File: src/rtl/instr_fetch.sv
// instr_fetch: fetch stage that walks the PC, fetches one word per address over
// a req/ack handshake and pushes it into the instruction queue, with redirect/flush.
// Ports:
//   i_clk, i_rst_n        clock, asynchronous active-low reset
//   i_redirect_valid/pc   load a new PC and flush the queue
//   o_mem_req/addr        memory request held until acked, address stable meanwhile
//   i_mem_ack/rdata       request completion and returned instruction word
//   i_q_full              queue full, stalls the push
//   o_q_put/data          one-cycle push strobe and pushed word
//   o_q_flush             one-cycle queue flush pulse, the cycle after a redirect
//   o_pc_out              current fetch PC
module instr_fetch #(
   parameter int unsigned INSTR_WIDTH = 12,
   parameter int unsigned ADDR_WIDTH = 8,
   parameter logic [ADDR_WIDTH-1:0] RESET_PC = '0
) (
   input  logic                   i_clk,
   input  logic                   i_rst_n,
   input  logic                   i_redirect_valid,
   input  logic [ADDR_WIDTH-1:0]  i_redirect_pc,
   output logic                   o_mem_req,
   output logic [ADDR_WIDTH-1:0]  o_mem_addr,
   input  logic                   i_mem_ack,
   input  logic [INSTR_WIDTH-1:0] i_mem_rdata,
   input  logic                   i_q_full,
   output logic                   o_q_put,
   output logic [INSTR_WIDTH-1:0] o_q_data,
   output logic                   o_q_flush,
   output logic [ADDR_WIDTH-1:0]  o_pc_out
);
   typedef enum logic [1:0] {IDLE, REQ, PUSH, DISCARD} state_t;
   state_t r_state, w_state_nxt;
   logic [ADDR_WIDTH-1:0] r_pc, w_pc_nxt, r_req_addr, w_req_addr_nxt;
   logic [INSTR_WIDTH-1:0] r_data, w_data_nxt;
   logic r_flush;
   assign o_mem_req = (r_state == REQ) || (r_state == DISCARD);
   assign o_mem_addr = r_req_addr;
   assign o_q_put = (r_state == PUSH) && !i_q_full && !i_redirect_valid;
   assign o_q_data = r_data;
   assign o_q_flush = r_flush;
   assign o_pc_out = r_pc;
   always_ff @(posedge i_clk or negedge i_rst_n) begin
      if (!i_rst_n) begin
         r_state <= IDLE;
         r_pc <= RESET_PC;
         r_req_addr <= RESET_PC;
         r_data <= '0;
         r_flush <= 1'b0;
      end else begin
         r_state <= w_state_nxt;
         r_pc <= w_pc_nxt;
         r_req_addr <= w_req_addr_nxt;
         r_data <= w_data_nxt;
         r_flush <= i_redirect_valid;
      end
   end
   always_comb begin
      w_state_nxt = r_state;
      w_pc_nxt = r_pc;
      w_req_addr_nxt = r_req_addr;
      w_data_nxt = r_data;
      if (i_redirect_valid) begin
         w_pc_nxt = i_redirect_pc;
         // an unacked request must still complete at its old address, so its
         // response is swallowed in DISCARD instead of abandoning the handshake
         if (r_state == DISCARD || (r_state == REQ && !i_mem_ack)) begin
            w_state_nxt = DISCARD;
         end else begin
            w_state_nxt = REQ;
            w_req_addr_nxt = i_redirect_pc;
         end
      end else begin
         case (r_state)
            IDLE: begin
               w_state_nxt = REQ;
               w_req_addr_nxt = r_pc;
            end
            REQ: if (i_mem_ack) begin
               w_data_nxt = i_mem_rdata;
               w_state_nxt = PUSH;
            end
            PUSH: if (!i_q_full) begin
               w_pc_nxt = r_pc + 1'b1;
               w_req_addr_nxt = r_pc + 1'b1;
               w_state_nxt = REQ;
            end
            DISCARD: if (i_mem_ack) begin
               w_req_addr_nxt = r_pc;
               w_state_nxt = REQ;
            end
            default: w_state_nxt = IDLE;
         endcase
      end
   end
endmodule
File: config.mk
export PLATFORM = sky130hd
export DESIGN_NAME = instr_fetch
export DESIGN_NICKNAME = d
export VERILOG_FILES = /design/src/rtl/instr_fetch.sv
export SDC_FILE = /design/constraint.sdc
export NUM_CORES = 1
export LEC_CHECK = 0
export ABC_AREA = 1
export CAP_MARGIN = 20
export CORE_MARGIN = 2
export CORE_UTILIZATION = 45
export CTS_CLUSTER_SIZE = 28
export DETAILED_ROUTE_END_ITERATION = 12
export PLACE_DENSITY = 0.79
export SETUP_SLACK_MARGIN = 0.1
export SYNTH_ARGS = -nofsm -noshare
export SYNTH_HDL_FRONTEND = slang
export SYNTH_SLANG_ARGS = --single-unit
File: constraint.sdc
create_clock -name i_clk -period 3.6 [get_ports i_clk]
set_input_delay 0.72 -clock i_clk [delete_from_list [all_inputs] [get_ports i_clk]]
set_output_delay 0.72 -clock i_clk [all_outputs]
set_load 0.01 [all_outputs]
==> impl_results.md <==
- Status: finished clean
- Post-route ant nets: 0
- Yosys reg bits: 31
- Die area: between 4000 and 5000 µm²
- Clk buf depth: 2
- Post-synthesis net count: between 200 and 250
- Inst Count DP: 300
- CTS H-tree depth: 2
- Routed wl met3: 153 µm
- Metal1 wirelength: ~1700 µm
- GPL Wtd Cong: 0.8798
- Clock Tree Root: clkbuf_8
- FP Rows: 22
- Sequential Area: around 780 µm²
- Worst EP required: roughly 2900 ps
- Die Height: between 60 and 70 µm
- ANT cells: 0
- Static Leakage: roughly 1.2 nW
- Final slew viol count: 0
- Top-count cell post-synth: nand2_1
- Max-cap violations: 0
- CTS tree: yes
- Post-synth top area share: about 46%
- Largest net degree at the start of global routing: 32
- Routed length per instance: between 10 and 15 µm
- Top_reg_cell synth: dfrtp_1
- Final Setup Violations: 0
- WS Path Type: input pin to output port
- Fmax: approximately 340 MHz
- Period minus WS final: just under 3000 ps
- IO Count: 56
- Post-synthesis cell type count: 25
- Clock-pin slew on the worst setup and hold paths: roughly 60 ps
- Fill count: a little over 300
- Yosys top cell by area: dfrtp_1
- Cts bufs inserted: 5
- Worst Clk Skew: 5.410 ps
- Pre-CTS WS: roughly 670 ps
- Post-synthesis cell area: between 1500 and 2000 µm²
- Critical Path, Cell by Cell: clkdlybuf4s50_1, nor2_8, nand2_2, inv_1, clkdlybuf4s50_1
- Top post-synthesis cells by area: dfrtp_1, nand2_1, inv_1, mux2_2, nand3_1
- Die W: 65.02 µm
- Post-cts sizing count: 0
- Layout overhead on the synthesized area: 42.94%
- Final Core Density: roughly two thirds
- Tot GR Track Use: a little under a fifth
- Drt pass-1 iters: 4
- Placeable core area: 3606 µm²
- Final setup margin: around 670 ps
- Share of post-route cells with drive strength above 1: around an eighth
- Highest metal used: met4
- TritonCTS Sinks: 31
- Setup Buffers After CTS: 0
- Async set or reset register ratio after synthesis: 100.0%
- Routed WL: ~3600 µm
- Max FO, Critical Path: 7
- Dpl hpwl: between 2000 and 3000 µm
- Worst path arrival time: approximately 2200 ps
- Worst hold path class: register to register
- CP startpoint kind: input pin
- CTS hold repair buffers: 0
- Fin Setup TNS: 0 ps
- Power density cells: roughly 730 nW/µm²
- Fin cells: 308
- DRC Markers: 0
- Mean post-synth cell area: 8.461 µm²
- YS warnings: 0
- Worst VDD drop: roughly 330 µV
- Final hold vios: 0
- Seq/Total Area, Yosys: 46.30%
- Vias after detailed routing: about 1,500
- Initial core utilization: roughly 46%
- Multi-input gate area: around 750 µm²
- # nets final: 288
- Met2 wire len: around 1700 µm
- Initial DRC count: 79
- Vias in the first global route: ~1,400
- Post-synth EDFFs: 0
- Initial antenna violation count: 0
- CP max stage cell: clkdlybuf4s50_1
- Max_slew headroom: 67.31%
- Worst slew pin tran: between 400 and 500 ps
- Synth cell count leaders: nand2_1, dfrtp_1, inv_1, nand3_1, nor2_1
- Cell repeated most along the worst path: clkdlybuf4s50_1
- GRT overflow: 0
- Buffers added on ports: between 50 and 60
- DR vias/cell: around 4.8
- Clock latency on the worst-skew pair: approximately 280 ps
- RSZ-0062 raised after global routing: no
- Max incr delay on CP: ~560 ps
- Setup crit end kind: output port
- Cell count after synthesis: between 150 and 200
- Period utilisation layout: around four fifths
- First-pass GRT wire length: slightly above 6000 µm
through the flow:
| stage | hold slack (ps) | power (mW) | instance area (µm²) |
|---|---|---|---|
| floorplan | 424.4 | 1.027 | 1675 |
| CTS | 477.7 | 1.771 | 2395 |
| global placement | 458.8 | 1.396 | 2277 |
| global route | 521.3 | 1.893 | 2395 |
| detailed placement | 461.8 | 1.417 | 2277 |
| finish | 473.8 | 1.749 | 2395 |
critical path: cells and delay by family:
family / cells / cell delay, ps
buffers and inverters: 3 / 1200
AND/OR/NAND/NOR: 2 / 280
flip-flops by register name (all words and copies together), names as in the netlist:
register / cells
o_q_data: 12
o_pc_out: 8
o_mem_addr: 8
r_state: 2
o_q_flush: 1
final cells by class:
| cell class | count | area share, % |
|---|---|---|
| clock buffers | 6 | 3.448 |
| clock inverters | 2 | 1.463 |
| inverters | 33 | 5.277 |
| multi-input cells | 131 | 31.30 |
| flip-flops and latches | 31 | 32.39 |
| well taps | 48 | 2.508 |
| repair buffers | 57 | 23.62 |
cell usage in the layout, fill, tap and decap left out, types with 3 or more instances in the layout:
cell type,netlist,routed
o211ai_1,4,4
ha_1,4,4
nand3_1,20,20
nand2_1,53,53
clkbuf_8,0,6
nor2_1,11,11
inv_1,30,30
o21ai_0,5,5
dfrtp_1,31,31
nand2_2,3,3
clkdlybuf4s50_1,0,55
a21oi_1,4,4
a22oi_1,3,3
mux2_2,10,10
worst paths after layout:
| path | start | cells past startpoint | slack [ps] | endpoint |
|---|---|---|---|---|
| worst max register to register | r_state[0] | 10 | 1900 | o_mem_addr[3] |
| worst min register to register | o_mem_addr[2] | 2 | 470 | o_mem_addr[2] |
| min in group asynchronous | i_rst_n | 2 | 820 | o_pc_out[1] |
| max in group asynchronous | i_rst_n | 2 | 2480 | o_pc_out[4] |
| worst max-delay path | i_redirect_valid | 5 | 670 | o_q_put |
| worst min-delay path | o_mem_addr[2] | 2 | 470 | o_mem_addr[2] |
metal layers:
layer / track usage [%] / vias to the layer above
met1: 25.78 / 677
met2: 28.61 / 46
li1: - / 754
met4: 6.250 / 0
met5: 0 / -
met3: 3.993 / 4
power breakdown:
group	total, mW	internal [mW]	switching (mW)
Sequential	0.579	0.491	0.0872
Clock	0.347	0.224	0.124
Combinational	0.823	0.434	0.388
cells by family after synthesis:
kind of cell	share of synthesized area, %
AO/OA/AOI/OAI	7.841
XOR/XNOR	0.5229
adder cells (fa/ha/maj)	2.987
buffers and inverters	8.962
flip-flops	46.30
multiplexers	8.066
AND/OR/NAND/NOR	25.32
Power figures use the tool's default switching activity.
